### src/rtl/fetch_unit_pkg.sv
// Shared types and constants for the instruction fetch stage.
package fetch_unit_pkg;

    localparam int unsigned AddrW  = 64;
    localparam int unsigned InstrW = 32;
    localparam logic [AddrW-1:0] PcInc = 64'd4;

    typedef enum logic {
        StBoot,
        StRun
    } fetch_state_e;

    // Instructions are word-aligned; redirects drop the low two bits.
    function automatic logic [AddrW-1:0] align_pc(input logic [AddrW-1:0] addr);
        return addr & ~64'h3;
    endfunction

endpackage

### src/rtl/fetch_skid_buffer.sv
// One-entry {PC, instruction} holding register catching the response that lands
// after decode raises stall.
module fetch_skid_buffer
    import fetch_unit_pkg::*;
(
    input  logic              clk_i,
    input  logic              rst_ni,
    input  logic              clear_i,
    input  logic              load_i,
    input  logic              pop_i,
    input  logic [AddrW-1:0]  pc_i,
    input  logic [InstrW-1:0] instr_i,
    output logic              valid_o,
    output logic [AddrW-1:0]  pc_o,
    output logic [InstrW-1:0] instr_o
);

    logic              valid_q, valid_d;
    logic [AddrW-1:0]  pc_q, pc_d;
    logic [InstrW-1:0] instr_q, instr_d;

    always_comb begin
        valid_d = valid_q;
        pc_d    = pc_q;
        instr_d = instr_q;
        if (clear_i) begin
            valid_d = 1'b0;
        end else if (load_i) begin
            valid_d = 1'b1;
            pc_d    = pc_i;
            instr_d = instr_i;
        end else if (pop_i) begin
            valid_d = 1'b0;
        end
    end

    always_ff @(posedge clk_i or negedge rst_ni) begin
        if (!rst_ni) begin
            valid_q <= 1'b0;
            pc_q    <= '0;
            instr_q <= '0;
        end else begin
            valid_q <= valid_d;
            pc_q    <= pc_d;
            instr_q <= instr_d;
        end
    end

    assign valid_o = valid_q;
    assign pc_o    = pc_q;
    assign instr_o = instr_q;

endmodule

### src/rtl/fetch_unit.sv
// Instruction fetch stage: PC sequencing, single-outstanding imem reads, IF/ID
// register with a one-entry skid buffer for stalls and branch redirect.
module fetch_unit
    import fetch_unit_pkg::*;
#(
    parameter logic [AddrW-1:0] RESET_PC = '0
) (
    input  logic              clk_i,
    input  logic              rst_ni,
    input  logic              stall_i,
    input  logic              branch_taken_i,
    input  logic [AddrW-1:0]  branch_target_i,
    output logic              imem_req_o,
    output logic [AddrW-1:0]  imem_addr_o,
    input  logic [InstrW-1:0] imem_data_i,
    output logic [AddrW-1:0]  pc_plus4_o,
    output logic [AddrW-1:0]  ifid_pc_o,
    output logic [InstrW-1:0] ifid_instr_o,
    output logic              ifid_valid_o,
    output logic              align_err_o
);

    fetch_state_e      state_q, state_d;
    logic              run, redirect;
    logic [AddrW-1:0]  pc_q, pc_d;
    logic              pend_q, pend_d;
    logic [AddrW-1:0]  pend_pc_q, pend_pc_d;
    logic [AddrW-1:0]  ifid_pc_q, ifid_pc_d;
    logic [InstrW-1:0] ifid_instr_q, ifid_instr_d;
    logic              ifid_valid_q, ifid_valid_d;
    logic              align_err_q, align_err_d;
    logic              skid_load, skid_pop, skid_valid;
    logic [AddrW-1:0]  skid_pc;
    logic [InstrW-1:0] skid_instr;

    always_ff @(posedge clk_i or negedge rst_ni) begin
        if (!rst_ni) begin
            state_q <= StBoot;
        end else begin
            state_q <= state_d;
        end
    end

    always_comb begin
        state_d = state_q;
        unique case (state_q)
            StBoot:  state_d = StRun;
            StRun:   state_d = StRun;
            default: state_d = StBoot;
        endcase
    end

    always_comb begin
        run        = (state_q == StRun);
        redirect   = run && branch_taken_i;
        imem_req_o = run && !stall_i && !branch_taken_i;
    end

    // Datapath next state; a redirect overrides stall and discards in-flight data.
    always_comb begin
        pc_d         = pc_q;
        pend_d       = imem_req_o;
        pend_pc_d    = pend_pc_q;
        ifid_pc_d    = ifid_pc_q;
        ifid_instr_d = ifid_instr_q;
        ifid_valid_d = ifid_valid_q;
        align_err_d  = align_err_q;
        skid_load    = 1'b0;
        skid_pop     = 1'b0;
        if (imem_req_o) begin
            pc_d      = pc_q + PcInc;
            pend_pc_d = pc_q;
        end
        if (redirect) begin
            pc_d         = align_pc(branch_target_i);
            ifid_valid_d = 1'b0;
            if (branch_target_i[1:0] != 2'b00) begin
                align_err_d = 1'b1;
            end
        end else if (run) begin
            if (stall_i) begin
                skid_load = pend_q;
            end else if (skid_valid) begin
                skid_pop     = 1'b1;
                ifid_pc_d    = skid_pc;
                ifid_instr_d = skid_instr;
                ifid_valid_d = 1'b1;
            end else if (pend_q) begin
                ifid_pc_d    = pend_pc_q;
                ifid_instr_d = imem_data_i;
                ifid_valid_d = 1'b1;
            end else begin
                ifid_valid_d = 1'b0;
            end
        end
    end

    always_ff @(posedge clk_i or negedge rst_ni) begin
        if (!rst_ni) begin
            pc_q         <= RESET_PC;
            pend_q       <= 1'b0;
            pend_pc_q    <= '0;
            ifid_pc_q    <= '0;
            ifid_instr_q <= '0;
            ifid_valid_q <= 1'b0;
            align_err_q  <= 1'b0;
        end else begin
            pc_q         <= pc_d;
            pend_q       <= pend_d;
            pend_pc_q    <= pend_pc_d;
            ifid_pc_q    <= ifid_pc_d;
            ifid_instr_q <= ifid_instr_d;
            ifid_valid_q <= ifid_valid_d;
            align_err_q  <= align_err_d;
        end
    end

    fetch_skid_buffer u_skid (
        .clk_i   (clk_i),
        .rst_ni  (rst_ni),
        .clear_i (redirect),
        .load_i  (skid_load),
        .pop_i   (skid_pop),
        .pc_i    (pend_pc_q),
        .instr_i (imem_data_i),
        .valid_o (skid_valid),
        .pc_o    (skid_pc),
        .instr_o (skid_instr)
    );

    assign imem_addr_o  = pc_q;
    assign pc_plus4_o   = pc_q + PcInc;
    assign ifid_pc_o    = ifid_pc_q;
    assign ifid_instr_o = ifid_instr_q;
    assign ifid_valid_o = ifid_valid_q;
    assign align_err_o  = align_err_q;

endmodule

### config.mk
export PLATFORM = sky130hd
export DESIGN_NAME = fetch_unit
export DESIGN_NICKNAME = d
export VERILOG_FILES = /design/src/rtl/fetch_unit_pkg.sv /design/src/rtl/fetch_skid_buffer.sv /design/src/rtl/fetch_unit.sv
export SDC_FILE = /design/constraint.sdc
export NUM_CORES = 1
export LEC_CHECK = 0
export CAP_MARGIN = 20
export CORE_UTILIZATION = 30
export CTS_BUF_LIST = sky130_fd_sc_hd__clkbuf_4 sky130_fd_sc_hd__clkbuf_8
export DETAILED_ROUTE_END_ITERATION = 10
export PLACE_DENSITY_LB_ADDON = 0.1
export SKIP_CTS_REPAIR_TIMING = 1
export SYNTH_ARGS = -nofsm -noshare
export SYNTH_HDL_FRONTEND = slang
export SYNTH_HIERARCHICAL = 1
export SYNTH_SLANG_ARGS = --single-unit
### constraint.sdc
create_clock -name clk_i -period 3.3 [get_ports clk_i]
set_clock_uncertainty 0.05 [all_clocks]
set_input_delay 0.99 -clock clk_i [delete_from_list [all_inputs] [get_ports clk_i]]
set_output_delay 0.99 -clock clk_i [all_outputs]
set_load 0.05 [all_outputs]
Yosys cells after proc, flatten, opt, wreduce, memory -nomap -nowiden --
Index checks and enable logic that the tools add are counted.
Storage, ports and cells: register bits 325
Cells by class: add/subtract/negate cells 1, muxes and demuxes 21, eq/ne operators 1, bitwise gates (word level) 2, reductions and logical operators 14
Operators with widths (count):
- $mux 64 | 4
- $add 64x3->64 const B | 1
- $mux 32 | 2
- $mux 1 | 15
- $reduce_bool 2->1 | 4
- $reduce_and 2->1 | 3
- $reduce_and 4->1 | 1
- $logic_and 1x1->1 | 3
- $reduce_bool 3->1 | 1
- $logic_not 1->1 | 2
- $ne 2x1->1 const B | 1
- $not 1->1 | 2

Logic depth before layout (Yosys ltp) --
Gate-level depths: netlist of the first run.
depth after elaboration 7, gate-level depth with buffers 10

By module --
The synthesis of the first run kept the hierarchy.
Modules (own cells, without submodules):
- fetch_unit | cells an instance 1353, area each 12034.0 sq um, times used 1
- fetch_skid_buffer | cells an instance 208, area each 3811.2 sq um, times used 1

Worst setup path before layout of the first run --
Ideal clock, no wire load.
path type reg-to-output, start register pc_q[34] (netlist: imem_addr_o[34]), end output port pc_plus4_o[48], stages on the path, launching flop included 7, arrival time 3190 ps, path slack -930 ps, buffers on the path 1, required time 2260 ps, cells stage by stage dfrtp_1 buf_2 nand3_1 or4_4 nor4_1 nand2_1 xnor2_1
On the way: word-level cells in the longest chain between the ends 1
RTL lines:
- start, declared | RTL line fetch_unit.sv:25 | logic [AddrW-1:0] pc_q, pc_d;
- start signal, assigned | RTL line fetch_unit.sv:108 | pc_q <= pc_d;
- $add 64x3->64 | RTL line fetch_unit.sv:132 | assign pc_plus4_o = pc_q + PcInc;
- end, declared | RTL line fetch_unit.sv:16 | output logic [AddrW-1:0] pc_plus4_o,
Every way passes these cells.

Worst setup path in the final report of the first run --
start register pc_q[25] (netlist: imem_addr_o[25]), end output port pc_plus4_o[61]
Same word-level chain as after synthesis.

==> results of run 1 <==
[through the flow]
| stage | utilization (%) | area [um2] | TNS, ns | cells | setup WS (ns) |
|---|---|---|---|---|---|
| 2_1_floorplan | - | 16900 | -1.39 | 1566 | -0.169 |
| 3_3_place_gp | 42.6 | 22000 | 0 | 2590 | 0.0392 |
| 3_5_place_dp | 42.6 | 22000 | 0 | 2590 | 0.0113 |
| 4_1_cts | 44.9 | 23200 | -27.06 | 2687 | -0.736 |
| 5_1_grt | 46.5 | 24100 | -24.86 | 2718 | -0.673 |
| 6_report | 46.5 | 24100 | -18.23 | 2718 | -0.587 |
[report_power, final]
group	switching, mW	leakage, nW	internal [mW]
Combinational	3.33	5.73	2.08
Sequential	0.537	4.04	4.72
Clock	1.72	0.639	2.25
[layout by cell type, fill, tap and decap left out, types with 9 or more instances in the layout]
cell type and n:
sky130_fd_sc_hd__nand2_1 317, sky130_fd_sc_hd__dfrtp_1 266, sky130_fd_sc_hd__clkdlybuf4s50_1 256, sky130_fd_sc_hd__buf_4 152, sky130_fd_sc_hd__o21ai_0 113, sky130_fd_sc_hd__mux2i_1 95, sky130_fd_sc_hd__buf_12 70, sky130_fd_sc_hd__clkbuf_8 68
sky130_fd_sc_hd__mux2_2 57, sky130_fd_sc_hd__dfrtp_2 54, sky130_fd_sc_hd__nor2_1 51, sky130_fd_sc_hd__mux2_4 40, sky130_fd_sc_hd__a21oi_1 34, sky130_fd_sc_hd__nand3_1 28, sky130_fd_sc_hd__nand4_1 25, sky130_fd_sc_hd__o22ai_1 24
sky130_fd_sc_hd__clkbuf_4 22, sky130_fd_sc_hd__xnor2_4 20, sky130_fd_sc_hd__buf_6 20, sky130_fd_sc_hd__nor3_1 19, sky130_fd_sc_hd__xor2_4 18, sky130_fd_sc_hd__inv_1 15, sky130_fd_sc_hd__nor4_1 14, sky130_fd_sc_hd__and3_1 13
sky130_fd_sc_hd__nor2_4 13, sky130_fd_sc_hd__and2_1 9, sky130_fd_sc_hd__nor4_4 9, sky130_fd_sc_hd__a211oi_1 9
[synth_stat cells, types with 25 or more instances]
library cell	number
sky130_fd_sc_hd__mux2_4	40
sky130_fd_sc_hd__xnor2_1	32
sky130_fd_sc_hd__nor3_1	30
sky130_fd_sc_hd__mux2i_1	95
sky130_fd_sc_hd__mux2_2	57
sky130_fd_sc_hd__nand2_1	326
sky130_fd_sc_hd__o21ai_0	113
sky130_fd_sc_hd__xor2_1	28
sky130_fd_sc_hd__nor2_1	64
sky130_fd_sc_hd__a21oi_1	34
sky130_fd_sc_hd__clkbuf_1	72
sky130_fd_sc_hd__nand4_1	25
sky130_fd_sc_hd__dfrtp_1	321
sky130_fd_sc_hd__nand3_1	42
sky130_fd_sc_hd__buf_2	29
[kinds of logic after synthesis]
family	Yosys count
simple gates	580
flops	321
compound gates	259
mux	192
buf+inv	146
xor+xnor	60
other cells	2
fa+ha+maj	1
[layer usage]
metal	routed length, um	share of wire, %	global-route usage (%)
met4	1700	2.9	7.73
met2	26400	45	33.2
met3	4010	6.8	4.87
met5	0	0	0
met1	27200	46	30.9
[how the worst max path moves through the flow]
stage / start / endpoint / cells after the start / slack (ns)
finish: imem_addr_o[25]$_DFFE_PN0P_ / pc_plus4_o[61] / 6 / -0.59
global route: imem_addr_o[46]$_DFFE_PN0P_ / pc_plus4_o[57] / 7 / -0.67
CTS: imem_addr_o[2]$_DFFE_PN0P_ / pc_plus4_o[58] / 8 / -0.74
detailed placement: imem_addr_o[17]$_DFFE_PN0P_ / pc_plus4_o[42] / 8 / 0.01
global placement: imem_addr_o[16]$_DFFE_PN0P_ / pc_plus4_o[42] / 8 / 0.04
floorplan: imem_addr_o[40]$_DFFE_PN0P_ / pc_plus4_o[58] / 6 / -0.17
[flip-flops by register name, summed over array words and instances (netlist names)]
| signal | flops |
|---|---|
| u_skid/pc_o | 64 |
| imem_addr_o | 62 |
| u_skid/instr_o | 32 |
| pend_pc_q | 62 |
| run | 1 |
| ifid_instr_o | 32 |
| ifid_pc_o | 64 |
| u_skid/valid_o | 1 |
| pend_q | 1 |
| ifid_valid_o | 1 |
| align_err_o | 1 |
[area by class of cell]
cell class	count	area [um2]	area share (%)
Multi-Input combinational cell	1099	8460	35.2
Inverter	16	61.3	0.255
Antenna cell	1	2.50	0.0104
Timing Repair Buffer	504	5390	22.4
Sequential cell	321	8100	33.7
Tap cell	680	851	3.53
Clock inverter	7	92.6	0.385
Clock buffer	90	1100	4.57
==> qor.json, run 1 <==
{
  "outcome": "finished, violations left",
  "failed_checks": "setup timing",
  "drt-initial-drc-count": 1129,
  "combinational_family_with_the_most_area_after_synthesis": "simple AND/OR/NAND/NOR gates",
  "cts_tree": "yes",
  "clock_edge_transition_at_the_registers_on_the_reported_setup_and_hold_paths_ns": 0.06,
  "vias": 13800,
  "max_freq_mhz": 257,
  "layout-drive-gt1-share_pct": 31.2,
  "slew_viols_final": 0,
  "power.leakage_nw": 10.4,
  "report.final.hold_viol_count": 0,
  "numCtsBuffers": 59,
  "period_share_pct": 118,
  "largest_driver_fanout_on_the_critical_path": 5,
  "rows": 83,
  "clockRootBuffer": "sky130_fd_sc_hd__clkbuf_8",
  "syn_area_um2": 15800,
  "num-nets-final": 2102,
  "antenna_left": 0,
  "std_cell_core_area_um2": 51700,
  "synthFlopType": "sky130_fd_sc_hd__dfrtp_1",
  "drt-wirelength-per-cell_um": 21.8,
  "clock_tree.buffer_depth": 3,
  "h-tree-depth": 2,
  "avgSynthCellArea_um2": 10.2,
  "end_kind": "output port",
  "vdd_ir_drop_max_mv": 0.311,
  "reg_to_reg_slack_setup_ns": 0.76,
  "finalSetupViolations": 55,
  "hpwl_um": 42600,
  "ioPinCount": 327,
  "post_synth_and_or_nand_nor_area_fraction_pct": 17.2,
  "timing_worst_slew_pin_value_ns": 0.867,
  "cp_top_family": "simple AND/OR/NAND/NOR gates",
  "nFillCells": 4830,
  "initial_util_pct": 30.6,
  "cp_data_required_time_ns": 2.26,
  "detail_route.first_pass.iterations": 5,
  "cpPeakStageDelay_ns": 0.61,
  "ys_async_sr_fraction_pct": 100,
  "drv.max_cap_violation_count": 0,
  "number_of_global_route_vias_before_repair": 13900,
  "drt_drc_violations_left": 0,
  "critical_path.cell_chain": "nand4_1 > or4_4 > nor4_4 > nand2_2 > xnor2_4 > buf_12",
  "r2r.worst_path.cells": 6,
  "clock_sink_count": 321,
  "wirelength_um": 59400,
  "route.detailed.vias_per_inst": 5.07,
  "clkLatencyLatePin_ns": 0.66,
  "gp_congestion": 0.883,
  "die_h_um": 232,
  "yosys.cell_types.count": 73,
  "yosys-top-cells-area": "sky130_fd_sc_hd__dfrtp_1 (51%), sky130_fd_sc_hd__nand2_1 (7.7%), sky130_fd_sc_hd__mux2i_1 (6.0%)",
  "power-per-cell-area_nw_per_um2": 608,
  "r2r-start": "run$_DFF_PN0_",
  "final_critical_path_setup_slack_ns": -0.587,
  "hold-worst-slack_ns": 0.217,
  "synth-adder-area-share_pct": 0.0790,
  "ys_seq_elements": 321,
  "die_w_um": 232,
  "syn-instance-count": 1561,
  "grt_setup_unrepaired": "true",
  "grt_first_pass_wirelength_um": 88900,
  "synthXorXnorAreaFrac_pct": 3.32,
  "grt_max_degree": 81,
  "crit-reg2reg-capture": "imem_addr_o[59]$_DFFE_PN0P_",
  "critical_path_arrival_ns": 2.85,
  "count_of_yosys_warnings_during_synthesis": 6,
  "worstSetupStartpointType": "register",
  "gr-usage-all-layers_pct": 22.0,
  "grt_antenna_before_repair": 1,
  "crit_path_time_final_ns": 3.89,
  "complex_gate_fraction_of_the_synthesized_area_pct": 10.3,
  "muxShareOfSynthArea_pct": 13.8,
  "biggest_area_consumer_among_synthesized_cells": "sky130_fd_sc_hd__dfrtp_1",
  "max_slew_headroom_pct": 42.2,
  "port_buffers": 322,
  "synth.yosys.seq_area_share_pct": 50.7,
  "synth.top_cell.area_share_pct": 50.7,
  "timing_worst_setup_path_type": "register to output port",
  "grt_overflow": 0,
  "die_area_um2": 53700,
  "p_total_mw": 14.6,
  "critical-path-slowest-cell": "sky130_fd_sc_hd__or4_4",
  "holdCritPathClass": "primary input to async pin",
  "number_of_enable_type_register_cells_in_the_synthesized_netlist": 0,
  "areaGrowthSynthToFinish_pct": 51.9,
  "crit_buf_inv": 1
}
Power figures use the tool's default switching activity.
==> inputs of run 2 (changes only) <==
--- a/config.mk
+++ b/config.mk
@@ -5,7 +5,6 @@
 export SDC_FILE = /design/constraint.sdc
 export NUM_CORES = 1
 export LEC_CHECK = 0
-export CAP_MARGIN = 20
 export CORE_UTILIZATION = 30
 export CTS_BUF_LIST = sky130_fd_sc_hd__clkbuf_4 sky130_fd_sc_hd__clkbuf_8
 export DETAILED_ROUTE_END_ITERATION = 10
@@ -15,3 +14,4 @@
 export SYNTH_HDL_FRONTEND = slang
 export SYNTH_HIERARCHICAL = 1
 export SYNTH_SLANG_ARGS = --single-unit
+export TNS_END_PERCENT = 20
==> run 2 against run 1 <==
  * The flow still finishes with violations (setup timing)
  * Via count grew 0.36%
  * Design area is 0.50% higher
  * First-iteration DRC count increased by 4.7%
  * Die area is the same
  * Register-to-register slack worse by 0.04 ns
  * Non-clock buffer count rose by 19
  * Hold slack worse by 0.013 ns
  * Utilization up 0.23 points
  * Sequential share of layout area down 0.17 points
==> qor.json, run 2 (synthesis results as in run 1) <==
{
  "reg_to_reg_slack_setup": {"value": 0.72, "unit": "ns", "change": "-0.04 ns"},
  "r2r-start": "imem_addr_o[3]$_DFFE_PN0P_",
  "cp_data_required_time": {"value": 2.26, "unit": "ns", "change": "about the same"},
  "mostFrequentLayoutCells": "sky130_fd_sc_hd__nand2_1 (316), sky130_fd_sc_hd__dfrtp_1 (267), sky130_fd_sc_hd__clkdlybuf4s50_1 (257)",
  "route.detailed.vias_per_inst": {"value": 5.03, "change": "-0.70%"},
  "vdd_ir_drop_max": {"value": 0.299, "unit": "mV", "change": "-3.8%"},
  "fin_setup_tns": {"value": -20.27, "unit": "ns", "change": "-2.04 ns"},
  "die_w": {"value": 232, "unit": "um", "change": "unchanged"},
  "grt_first_pass_wirelength": {"value": 88300, "unit": "um", "change": "-0.67%"},
  "slew_viols_final": {"value": 0, "change": "unchanged"},
  "clock_edge_transition_at_the_registers_on_the_reported_setup_and_hold_paths": {"value": 0.06, "unit": "ns", "change": "about the same"},
  "hold-worst-slack": {"value": 0.204, "unit": "ns", "change": "-0.0128 ns"},
  "worstSetupStartpointType": "register",
  "gr-usage-all-layers": {"value": 21.7, "unit": "%", "change": "-0.28 points"},
  "p_total": {"value": 14.9, "unit": "mW", "change": "+2.1%"},
  "holdCritPathClass": "primary input to async pin",
  "largest_driver_fanout_on_the_critical_path": {"value": 5, "change": "unchanged"},
  "gp_congestion": {"value": 0.895, "change": "+1.3%"},
  "outcome": "finished, violations left",
  "drt-wirelength-per-cell": {"value": 21.6, "unit": "um", "change": "-1.3%"},
  "die_h": {"value": 232, "unit": "um", "change": "unchanged"},
  "die_area": {"value": 53700, "unit": "um2", "change": "unchanged"},
  "layout-drive-gt1-share": {"value": 31.6, "unit": "%", "change": "+0.40 points"},
  "nFillCells": {"value": 4837, "change": "+0.14%"},
  "hpwl": {"value": 42300, "unit": "um", "change": "-0.61%"},
  "period_share": {"value": 120, "unit": "%", "change": "+2.0 points"},
  "clockRootBuffer": "sky130_fd_sc_hd__clkbuf_8",
  "wirelength": {"value": 59200, "unit": "um", "change": "-0.20%"},
  "final_critical_path_setup_slack": {"value": -0.652, "unit": "ns", "change": "-0.0652 ns"},
  "std_cell_core_area": {"value": 51700, "unit": "um2", "change": "unchanged"},
  "finalSetupViolations": {"value": 54, "change": "-1.8%"},
  "clock_tree.buffer_depth": {"value": 3, "change": "unchanged"},
  "r2r.worst_path.cells": {"value": 10, "change": "+4"},
  "final_core_utilization": {"value": 46.8, "unit": "%", "change": "+0.23 points"},
  "rows": {"value": 83, "change": "unchanged"},
  "h-tree-depth": {"value": 2, "change": "unchanged"},
  "crit_path_time_final": {"value": 3.95, "unit": "ns", "change": "+0.0652 ns"},
  "ioPinCount": {"value": 327, "change": "unchanged"},
  "power.leakage": {"value": 10.5, "unit": "nW", "change": "+1.0%"},
  "post-place-ws": {"value": -0.112, "unit": "ns", "change": "-0.124 ns"},
  "dpl_cell_area": {"value": 22000, "unit": "um2", "change": "+0.18%"},
  "numCtsBuffers": {"value": 59, "change": "unchanged"},
  "drt_drc_violations_left": {"value": 0, "change": "unchanged"},
  "num-nets-final": {"value": 2121, "change": "+0.90%"},
  "report.final.hold_viol_count": {"value": 0, "change": "unchanged"},
  "initial_util": {"value": 30.6, "unit": "%", "change": "unchanged"},
  "detail_route.first_pass.iterations": {"value": 7, "change": "+2"},
  "grt_antenna_before_repair": {"value": 3, "change": "+2"},
  "drv.max_cap_violation_count": {"value": 0, "change": "unchanged"},
  "grt_max_degree": {"value": 81, "change": "unchanged"},
  "max_freq": {"value": 253, "unit": "MHz", "change": "-1.7%"},
  "clkLatencyLatePin": {"value": 0.67, "unit": "ns", "change": "about the same"},
  "critical_path.startpoint": "imem_addr_o[3]$_DFFE_PN0P_",
  "critical_path_arrival": {"value": 2.91, "unit": "ns", "change": "+0.06 ns"},
  "power-per-cell-area": {"value": 618, "unit": "nW/um2", "change": "+1.6%"},
  "post_layout_nonfiller_instances": {"value": 2747, "change": "+1.1%"},
  "cts_tree": "yes",
  "crit-reg2reg-capture": "imem_addr_o[42]$_DFFE_PN0P_",
  "drt-initial-drc-count": {"value": 1182, "change": "+4.7%"},
  "timing_worst_slew_pin_value": {"value": 0.900, "unit": "ns", "change": "+0.0327 ns"},
  "end_kind": "output port",
  "failed_checks": "setup timing",
  "dp_cells": {"value": 2606, "change": "+0.62%"},
  "cell_area_after_layout": {"value": 24200, "unit": "um2", "change": "+0.50%"},
  "grt_overflow": {"value": 0, "change": "unchanged"},
  "port_buffers": {"value": 322, "change": "unchanged"},
  "clock_sink_count": {"value": 321, "change": "unchanged"},
  "vias": {"value": 13800, "change": "+0.36%"},
  "number_of_global_route_vias_before_repair": {"value": 14000, "change": "+0.35%"},
  "areaGrowthSynthToFinish_pct": 52.7,
  "grt_setup_unrepaired": "true",
  "final_common_cell": "sky130_fd_sc_hd__nand2_1",
  "antenna_left": {"value": 0, "change": "unchanged"},
  "timing_worst_setup_path_type": "register to output port",
  "max_slew_headroom": {"value": 40.0, "unit": "%", "change": "-2.2 points"}
}
## run 2: changes by cell type in the layout (fill, tap and decap cells not counted), moves of 5 or more
cell and delta:
sky130_fd_sc_hd__xnor2_4 -8, sky130_fd_sc_hd__buf_4 +16, sky130_fd_sc_hd__nor2_2 +6, sky130_fd_sc_hd__clkbuf_8 +11
sky130_fd_sc_hd__buf_12 +9, sky130_fd_sc_hd__nor2_4 -6, sky130_fd_sc_hd__buf_6 -7, sky130_fd_sc_hd__xor2_4 -5
sky130_fd_sc_hd__xnor2_2 +7
## run 2: worst max path at each step
| stage | endpoint | slack, ns |
|---|---|---|
| finish | pc_plus4_o[42] | -0.65 |
| global route | pc_plus4_o[42] | -0.83 |
| CTS | pc_plus4_o[42] | -0.87 |
| detailed placement | pc_plus4_o[42] | -0.11 |
| global placement | pc_plus4_o[42] | -0.006 |
| floorplan | pc_plus4_o[58] | -0.17 |
## run 2: area by class of cell
type	count	area (um2)	area share [%]
Sequential cell	321	8100	33.5
Clock buffer	99	1240	5.12
Antenna cell	2	5.00	0.0207
Tap cell	680	851	3.52
Timing Repair Buffer	523	5640	23.3
Multi-Input combinational cell	1099	8190	33.9
Clock inverter	7	100	0.414
Inverter	16	61.3	0.253
## run 2: metal layers
layer / global-route usage, % / wire (um) / vias to the layer above
met2: 32.6 / 26700 / 545
met1: 30.3 / 26500 / 6775
li1: - / - / 6403
met4: 7.30 / 1520 / 2
met3: 5.50 / 4500 / 103
met5: 0 / 10 / -
## run 2: power breakdown
part / total [mW] / internal, mW / switching (mW)
registers: 5.24 / 4.71 / 0.526
logic: 5.41 / 2.09 / 3.32
clock network: 4.29 / 2.51 / 1.78
## run 2: critical path, cell delays in order (launching register included)
cell                      delay [ns]
sky130_fd_sc_hd__dfrtp_2        0.42
sky130_fd_sc_hd__ha_4           0.15
sky130_fd_sc_hd__and3_4         0.21
sky130_fd_sc_hd__buf_6          0.11
sky130_fd_sc_hd__nand4_1        0.17
sky130_fd_sc_hd__nor4_2         0.37
sky130_fd_sc_hd__buf_4          0.19
sky130_fd_sc_hd__nand4_1        0.22
sky130_fd_sc_hd__xnor2_4        0.24
sky130_fd_sc_hd__buf_12         0.16
